===== src/rtl/fetch_unit.sv =====
// Instruction fetch unit: issues word-addressed reads to instruction memory,
// pre-decodes J-type jumps, and queues fetched words in a small FIFO for decode.
// A decode-side redirect flushes the queue and either retargets fetch at once
// or, if a read is still in flight, waits in DISCARD to drop its stale response.
module fetch_unit #(
  parameter int DEPTH = 2
) (
  input  logic        clk,
  input  logic        reset,
  input  logic [31:0] start_pc,
  output logic        imem_req,
  output logic [31:0] imem_addr,
  input  logic        imem_ack,
  input  logic [31:0] imem_rdata,
  output logic        inst_valid,
  output logic [31:0] inst_data,
  output logic [31:0] inst_pc,
  input  logic        inst_ready,
  input  logic        redirect,
  input  logic [31:0] redirect_pc
);

  localparam int AW = $clog2(DEPTH);
  localparam int CW = $clog2(DEPTH) + 1;

  typedef enum logic {
    FETCH,
    DISCARD
  } state_t;

  state_t        state_q, state_d;
  logic [31:0]   pc_q, pc_d;          // address of the current/next request
  logic [31:0]   target_q, target_d;  // redirect target latched during DISCARD
  logic          hold_q, hold_d;      // a request is outstanding and unacked
  logic [CW-1:0] count_q;
  logic [AW-1:0] rd_ptr_q, wr_ptr_q;

  logic [31:0]   buf_data [DEPTH];
  logic [31:0]   buf_pc   [DEPTH];

  logic          ack;
  logic          push;
  logic          pop;
  logic          flush;

  // A held request always stays up; a new one needs a free buffer slot.
  // Reset masks the request so a memory never sees one while reset is high.
  assign imem_req   = !reset && (hold_q || (count_q < CW'(DEPTH)));
  assign imem_addr  = pc_q;
  assign ack        = imem_req && imem_ack;
  assign inst_valid = (count_q != '0);
  assign inst_data  = inst_valid ? buf_data[rd_ptr_q] : '0;
  assign inst_pc    = inst_valid ? buf_pc[rd_ptr_q]   : '0;
  assign pop        = inst_valid && inst_ready && !redirect;

  // Next-state logic: redirect outranks ack, and an ack in DISCARD is dropped.
  // NOTE: every signal gets a default first so no path leaves it unassigned,
  // which would otherwise infer a latch.
  always_comb begin
    state_d  = state_q;
    pc_d     = pc_q;
    target_d = target_q;
    hold_d   = hold_q;
    push     = 1'b0;
    flush    = 1'b0;
    if (redirect) begin
      flush = 1'b1;
      if (ack || !imem_req) begin
        pc_d    = redirect_pc;
        state_d = FETCH;
        hold_d  = 1'b0;
      end else begin
        target_d = redirect_pc;
        state_d  = DISCARD;
        hold_d   = 1'b1;
      end
    end else if (ack) begin
      hold_d = 1'b0;
      if (state_q == DISCARD) begin
        pc_d    = target_q;
        state_d = FETCH;
      end else begin
        push = 1'b1;
        if (imem_rdata[31:26] == 6'd2) begin
          pc_d = {pc_q[31:26], imem_rdata[25:0]};
        end else begin
          pc_d = pc_q + 32'd1;
        end
      end
    end else if (imem_req) begin
      hold_d = 1'b1;
    end
  end

  // Control state and queue pointers, synchronously reset.
  // NOTE: sequential state uses non-blocking assignments so every register
  // samples pre-edge values regardless of statement order.
  always_ff @(posedge clk) begin
    if (reset) begin
      state_q  <= FETCH;
      pc_q     <= start_pc;
      target_q <= '0;
      hold_q   <= 1'b0;
      count_q  <= '0;
      rd_ptr_q <= '0;
      wr_ptr_q <= '0;
    end else begin
      state_q  <= state_d;
      pc_q     <= pc_d;
      target_q <= target_d;
      hold_q   <= hold_d;
      if (flush) begin
        count_q  <= '0;
        rd_ptr_q <= '0;
        wr_ptr_q <= '0;
      end else begin
        if (push) wr_ptr_q <= wr_ptr_q + AW'(1);
        if (pop)  rd_ptr_q <= rd_ptr_q + AW'(1);
        case ({push, pop})
          2'b10:   count_q <= count_q + CW'(1);
          2'b01:   count_q <= count_q - CW'(1);
          default: count_q <= count_q;
        endcase
      end
    end
  end

  // Queue storage written on push.
  // NOTE: the storage array is deliberately not reset; entries are only
  // observable through inst_valid, which the reset counter already clears.
  always_ff @(posedge clk) begin
    if (push) begin
      buf_data[wr_ptr_q] <= imem_rdata;
      buf_pc[wr_ptr_q]   <= pc_q;
    end
  end

endmodule


===== config.mk =====
export PLATFORM = sky130hd
export DESIGN_NAME = fetch_unit
export DESIGN_NICKNAME = d
export VERILOG_FILES = /design/src/rtl/fetch_unit.sv
export SDC_FILE = /design/constraint.sdc
export NUM_CORES = 1
export LEC_CHECK = 0
export CAP_MARGIN = 40
export CORE_MARGIN = 10
export CORE_UTILIZATION = 51
export DETAILED_ROUTE_END_ITERATION = 8
export PLACE_DENSITY = 0.86
export SLEW_MARGIN = 20
export SYNTH_ARGS = -nofsm -noshare
export SYNTH_HDL_FRONTEND = slang
export SYNTH_SLANG_ARGS = --single-unit
export TNS_END_PERCENT = 30

===== constraint.sdc =====
create_clock -name clk -period 5.9 [get_ports clk]
set_input_delay 0.59 -clock clk [delete_from_list [all_inputs] [get_ports clk]]
set_output_delay 0.59 -clock clk [all_outputs]
set_load 0.01 [all_outputs]

=== Word level (Yosys, flattened, before mapping) ===
Memories as Yosys holds them, arrays and structs flattened. A register that Yosys moved wholly into a read port is not among the register bits.
Index checks and enable logic that the tools add are counted.

* Output and inout port bits: 98
* Register bits: 70
* RAM bits: 128
* Memories: 2

{| class="wikitable"
|+ Memories
! name !! words !! bits a word !! rd ports !! clocked after memory_dff !! write ports !! RTL line !! text
|-
| buf_data || 2 || 32 || 1 || 1 || 1 || 38 || <nowiki>logic [31:0] buf_data [DEPTH];</nowiki>
|-
| buf_pc || 2 || 32 || 1 || 1 || 1 || 39 || <nowiki>logic [31:0] buf_pc [DEPTH];</nowiki>
|}

* Eq/ne operators: 5
* Order comparisons: 1
* Multiplexer cells: 25
* Bitwise operators: 1
* $add $sub $neg: 5
* Reductions and logical operators: 18

{| class="wikitable"
|+ Operators by type and width
! operator !! count
|-
| 2-to-1 mux 32 bit || 8
|-
| adder 32 x 1 -> 32 bit, second input constant || 1
|-
| 2-to-1 mux 1 bit || 16
|-
| equality test 6 x 2 -> 1 bit, second input constant || 1
|-
| nonzero test 2 bit || 3
|-
| nonzero test 3 bit || 2
|-
| logical AND 1 bit || 4
|-
| != test 4 bit, second input constant || 1
|-
| case mux 2 bit (2 select lines) || 1
|-
| AND reduction 2 bit || 2
|-
| zero test 1 bit || 3
|-
| != test 3 x 2 -> 1 bit, second input constant || 1
|-
| AND reduction 3 bit || 1
|-
| adder 1 bit, second input constant || 2
|-
| adder 2 x 1 -> 2 bit, second input constant || 1
|-
| equality test 2 x 1 -> 1 bit, second input constant || 1
|-
| equality test 2 bit, second input constant || 1
|-
| logical OR 1 bit || 2
|-
| less-than comparator 2 bit, second input constant || 1
|-
| OR reduction 2 bit || 1
|-
| subtractor 2 x 1 -> 2 bit, second input constant || 1
|-
| NOT 1 bit || 1
|}

=== Depth between registers and ports, before layout ===
Gate-level depths: netlist (run 1).

* Depth in word-level cells: 8
* Mapped depth: 8

=== Worst setup path after synthesis (run 1) ===
OpenSTA, ideal clock, no wires.

* Path type: input-to-reg
* Start: in reset
* End: mem buf_data[0][0] (enable)
* Setup time: 0.487 ns
* Arrival: 3.895 ns
* Path buffers: 0
* Setup slack: 1.519 ns
* Cell stages on the path: 3
* Cell sequence: a21oi_1 nand3_1 nor2_1

* Longest elaborated chain between the ends: 7

{| class="wikitable"
|+ Ends and longest elaborated chain
! item !! RTL line !! text
|-
| start, declared || 9 || <nowiki>input logic reset,</nowiki>
|-
| zero test 1 bit || 48 || <nowiki>assign imem_req = !reset && (hold_q || (count_q < CW'(DEPTH)));</nowiki>
|-
| logical AND 1 bit || 48 ||
|-
| logical AND 1 bit || 50 || <nowiki>assign ack = imem_req && imem_ack;</nowiki>
|-
| 2-to-1 mux 1 bit || 77 || <nowiki>end else if (ack) begin</nowiki>
|-
| 2-to-1 mux 1 bit || 66 || <nowiki>if (redirect) begin</nowiki>
|-
| 2-to-1 mux 1 bit || 132 || <nowiki>if (push) begin</nowiki>
|-
| 2-to-1 mux 1 bit (implied by the code) || 133 || <nowiki>buf_data[wr_ptr_q] <= imem_rdata;</nowiki>
|-
| end, declared || 38 ||
|}

Every way passes these cells.

==> impl_results.md, run 1 <==
- Status: complete, no violations
- Clock latency at the later pin of the worst-skew pair: 440 ps
- Post-DP Area: about 11000 um2
- Worst path cell trace: buf_4, mux2i_1, nor2_1, clkdlybuf4s50_1
- Final max-slew violation count: 0
- Synthesized area: about 9000 um2
- Slew margin rel.: 43.1%
- Clock skew: 9.37 ps
- H-Tree Depth: 4
- Min-delay worst type: flop to flop
- Rows: 48
- Critical path startpoint category: flop
- Minimum clock period: around 3300 ps
- Core Footprint: 17200 um2
- WHS Path Cells: 2
- CTS Hold Bufs: 0
- Congestion Overflow GR: 0
- Via count: 6986
- Final Cycle Share: 56.2%
- CP Class: flop to output pin
- Mean Syn Cell Area: between 10 and 15 um2
- Final #Nets: 1063
- Endpoints failing setup: 0
- Initial antenna violation count: 4
- Vias per inst: 5.83
- Crit-path slowest cell: buf_4
- Clk pin slew, worst setup/hold paths: 70 ps
- Syn nets: 883
- VDD IR max: 0.220 mV
- Pin count of the biggest net entering global routing: roughly 70
- CTS Buf Count: 17
- Max clock buf depth: 2
- LEAKAGE: 3.81 nW
- DP Wirelength: about 18 mm
- Die area: 23100 um2
- First-pass DRT Iterations: 5
- Layout cells sized above 1: 5.86%
- Distinct cell type count after synthesis: 45
- RSZ-0062 raised after global routing: false
- Port bufs: 198
- Primary FF master, synth: edfxtp_1
- Starting Density: 51.8%
- Post-synthesis register bit count: around 200
- CTS resizes: 0
- Post-route design area: between 10000 and 15000 um2
- DRC viols: 0
- Required time worst endpoint: between 5000 and 6000 ps
- Pwr dens: 268 nW/um2
- Post-Syn Instances: 780
- Yosys warnings: 0
- Register area share after synthesis: 62.8%
- Area grow syn2layout: 32.2%
- Routability cong.: 0.858
- Hold Vio Cnt, Final: 0
- Reg2reg path depth: 5
- F_max: about 0.30 GHz
- Max-Cap Viols: 0
- Vias in the first global route: 6664
- Final wirelength: 25.1 mm
- Crit path max fanout: 42
- Iteration-0 DRC Markers: 774
- First-pass GRT wire length: 38.0 mm
- CP Data Arrival Time: 2720 ps
- Number of I/O pins: 199
- Post-synth ARST share: 0%
- Die width: 152 um
- GRT Overall Usage: 20.7%
- Clk sinks: 199
- Setup tns final: 0 ps
- Post-synth EDFFs: 160
- CTS tree: done
- Fill count: around 1200
- Max stage delay on crit path: 670 ps
- Die Y: approximately 150 um
- Post-route ant nets: 0
- CP Capture Type: output pin
- CTS Root Cell: clkbuf_16
- Tightest Pin Transition: 851 ps
- Avg WL per Cell: 20.9 um
- Setup Buffers After CTS: 0
==> layout by cell type (no fill, tap or decap), types with 10 or more instances in the layout <==
cell / Yosys / layout
dfxtp_1: 39 / 38
clkbuf_16: 0 / 17
mux2i_1: 71 / 71
nor2_1: 92 / 89
inv_1: 11 / 11
a21oi_1: 48 / 48
nand2_1: 89 / 89
o21ai_0: 50 / 49
a221oi_1: 11 / 11
nand3_1: 30 / 30
clkdlybuf4s50_1: 0 / 197
xnor2_1: 24 / 24
buf_4: 0 / 11
nor4_1: 10 / 10
edfxtp_1: 160 / 160
nor3_1: 17 / 16
==> layout make-up <==
class | instances | area [um2] | share of cell area (%)
Antenna cell | 1 | 2.50 | 0.0213
Clock buffer | 17 | 425 | 3.62
Clock inverter | 15 | 166 | 1.42
Inverter | 11 | 41.3 | 0.351
Multi-Input combinational cell | 518 | 3100 | 26.4
Sequential cell | 199 | 5590 | 47.6
Tap cell | 225 | 282 | 2.40
Timing Repair Buffer | 213 | 2140 | 18.2
==> Yosys cell counts (all sizes together) (3+ instances only) <==
cell type  number  area (um2)
edfxtp        160        4800
nor2           92         345
nand2          89         334
mux2i          71         711
o21ai          53         265
a21oi          48         240
clkbuf         39         146
dfxtp          39         781
nand3          31         160
xnor2          24         210
nor3           17        85.1
buf            13        52.6
a221oi         11        96.3
inv            11        41.3
nor4           10        62.6
and3            8        50.1
o21a            7        52.6
a211o           5        43.8
or3             5        31.3
xor2            5        43.8
nand2b          4        25.0
nand4           4        25.0
a221o           3        30.0
and4            3        26.3
o31ai           3        22.5
==> kinds of logic after synthesis <==
| kind of cell | after synthesis | synth area share [%] |
|---|---|---|
| adders and majority gates | 2 | 0.281 |
| DFF | 199 | 62.8 |
| AOI/OAI and AO/OA | 142 | 9.58 |
| buffers and inverters | 63 | 2.70 |
| and+or+nand+nor | 274 | 13.8 |
| muxes | 71 | 7.99 |
| xor gates and xnor gates | 29 | 2.86 |
==> registers in the layout, summed over array words and instances (netlist names), named ones only <==
signal / count
buf_data: 64
buf_pc: 64
count_q: 2
hold_q: 1
imem_addr: 32
rd_ptr_q: 1
state_q: 1
target_q: 32
wr_ptr_q: 1
==> critical path, delay by kind of cell (launching register included) <==
| family | cells | cell delay, ps |
|---|---|---|
| flip-flops | 1 | 650 |
| multiplexers | 1 | 190 |
| AND/OR/NAND/NOR | 1 | 160 |
| buffers and inverters | 2 | 1260 |
==> power by group <==
part           internal [mW]  leakage [nW]  switching (mW)
combinational          0.177          1.72           0.172
sequential              1.59          1.81          0.0643
clock                  0.633         0.282           0.521
==> path summary, 6_finish.rpt <==
kind                 from             to  slack [ps]
max reg2reg  imem_addr[3]  imem_addr[16]        3170
min reg2reg   target_q[9]    target_q[9]         460
min           target_q[9]    target_q[9]         460
max                  flop    inst_pc[22]        2590
==> per-layer routing <==
metal | vias up | wire length, um | share of wire, % | GRT usage, %
met4 | 4 | 718 | 2.9 | 8.44
met2 | 374 | 12400 | 49 | 34.3
li1 | 3210 | - | - | -
met1 | 3347 | 9570 | 38 | 24.7
met3 | 51 | 2390 | 9.5 | 6.01
met5 | - | 22 | 0.088 | 0
==> metrics by stage <==
step	utilization, %	std cells	power (mW)	setup slack, ps	hold slack [ps]
finish	68.4	1199	3.15	2590	456
global route	68.4	1198	3.25	2400	479
CTS	68.4	1198	3.16	2590	459
detailed placement	64.9	1166	2.03	2260	447
global placement	64.4	1161	2.01	2030	439
floorplan	-	780	1.81	1520	431
Power figures use the tool's default switching activity.
==> run 2, diff against run 1 <==
==> constraint.sdc (replaced) <==
create_clock -name clk -period 3.3 [get_ports clk]
set_input_delay 0.33 -clock clk [delete_from_list [all_inputs] [get_ports clk]]
set_output_delay 0.33 -clock clk [all_outputs]
set_load 0.01 [all_outputs]
==> run 2 against run 1 <==
Against the previous run:
- clock power increased by 75%
- combinational power increased by 83%
- final cell count increased by 0.67%
- clock-buffer cell count unchanged
- utilization is 0.43 points higher
- first-iteration DRC count down 8.7%
- register-to-register slack worse by 2500 ps
- total power grew 77%
- sequential cell count stayed put
- clock skew is 0.75 ps lower
- routed wire length about the same
- final area is 0.63% higher
==> impl_results.md, run 2 (same netlist as run 1, synthesis figures left out) <==
- RSZ-0062 raised after global routing: false
- Iteration-0 DRC Markers: between 700 and 800
- Min Hold Slack: ~300 ps
- CP Data Arrival Time: 2320 ps
- CTS tree: done
- Minimum clock period: 2650 ps
- Setup tns final: 0 ps
- Critical path depth: 4
- Final WS setup: 650 ps
- H-Tree Depth: 4
- Dpl ws: 587 ps
- GRT Overall Usage: about a fifth
- Final Cycle Share: between 80% and 90%
- Vias per inst: 5.73
- Final Util: 68.8%
- Final #Nets: 1072
- Required time worst endpoint: 2970 ps
- Hold Crit Start: reset
- CTS resizes: 0
- CP Class: flop to output pin
- Worst path cell trace: buf_12, mux2i_1, nor2_1, clkdlybuf4s50_1
- Tightest Pin Transition: 695 ps
- Slew margin rel.: 53.6%
- Starting Density: approximately half
- Die width: 152 um
- Post-DP Area: 11300 um2
- Post-route ant nets: 0
- Setup Buffers After CTS: 0
- CTS Root Cell: clkbuf_16
- Top Family by Delay on Critical Path: buffers and inverters
- First-pass DRT Iterations: 6
- VDD IR max: 0.390 mV
- LEAKAGE: 3.85 nW
- Core Footprint: 17200 um2
- Clock skew: 8.62 ps
- Pin count of the biggest net entering global routing: 66
- Clk sinks: 199
- Commonest non-fill, non-tap cell in the layout: clkdlybuf4s50_1
- Max stage delay on crit path: 690 ps
- DRC viols: 0
- Number of I/O pins: 199
- Port bufs: 198
- Layout cells sized above 1: roughly 6.6%
- CP Capture Type: output pin
- Die area: 23100 um2
- Die Y: roughly 150 um
- DP Wirelength: 18.3 mm
- F_max: 0.377 GHz
- WHS Path Cells: 3
- Avg WL per Cell: just over 20 um
- Reg2reg path depth: 5
- Crit-path slowest cell: dfxtp_4
- Min-delay worst type: input pin to flop
- Endpoints failing setup: 0
- Post-route design area: between 10000 and 15000 um2
- Area grow syn2layout: 33.0%
- Crit path max fanout: 27
- Hold Vio Cnt, Final: 0
- Fin cells: 1207
- Critical path startpoint category: flop
- Congestion Overflow GR: 0
- Final wirelength: about 25 mm
- Via count: 6920
- Placed Cells: 1175
- Most frequent cells in the layout: clkdlybuf4s50_1 (197), edfxtp_1 (160), nand2_1 (89), nor2_1 (89), mux2i_1 (71)
- Status: complete, no violations
- CTS Hold Bufs: 0
- First-pass GRT wire length: 38.8 mm
- Rows: 48
- Diodes inserted: 0
- Vias in the first global route: 6718
- Clk pin slew, worst setup/hold paths: roughly 70 ps
- Worst path buffer plus inverter count: 2
- Pwr dens: 473 nW/um2
- Top flop regs: buf_data x64, buf_pc x64
- Routability cong.: 0.856
- Max-Cap Viols: 0
- Worst flop-to-flop path startpoint: imem_addr[3]
- Max clock buf depth: 2
- Final max-slew violation count: 0
- Clock latency at the later pin of the worst-skew pair: approximately 440 ps
- Tot Pwr: 5.60 mW
- Initial antenna violation count: 0
- CTS Buf Count: 17
run 2: changes by cell type in the layout (fill, tap and decap cells not counted):
cell,before,now
clkinv_4,3,4
inv_8,0,2
bufinv_16,2,1
buf_8,1,0
clkinv_1,0,1
buf_12,2,5
buf_4,11,18
diode_2,1,0
inv_6,6,3
run 2: layout make-up:
cell class	count	area (um2)
clock buffer	17	425
inverter	11	41.3
timing repair buffer	222	2240
sequential	199	5590
fill	1218	5350
multi-input combinational	518	3100
tap	225	282
clock inverter	15	145
run 2: worst paths after layout:
check	to	slack, ps
worst max-delay path	inst_pc[18]	650
worst min register to register	target_q[17]	460
worst max register to register	imem_addr[26]	660
worst min-delay path	hold_q	300
run 2: per-layer routing:
metal	GRT usage, %	up-vias	wire length [um]
li1	-	3228	-
met5	0	-	0
met3	5.02	39	1910
met4	8.12	0	650
met2	34.6	341	12200
met1	26.3	3312	10300
run 2: report_power, final:
part	switching (mW)	internal, mW	total [mW]	leakage, nW
clock network	0.951	1.06	2.01	0.272
logic	0.312	0.326	0.638	1.78
registers	0.114	2.84	2.95	1.81
run 2: tightest hold or removal path, cell delays in order:
cell and delay (ps):
buf_2 110, a21oi_1 100, nor2b_1 150
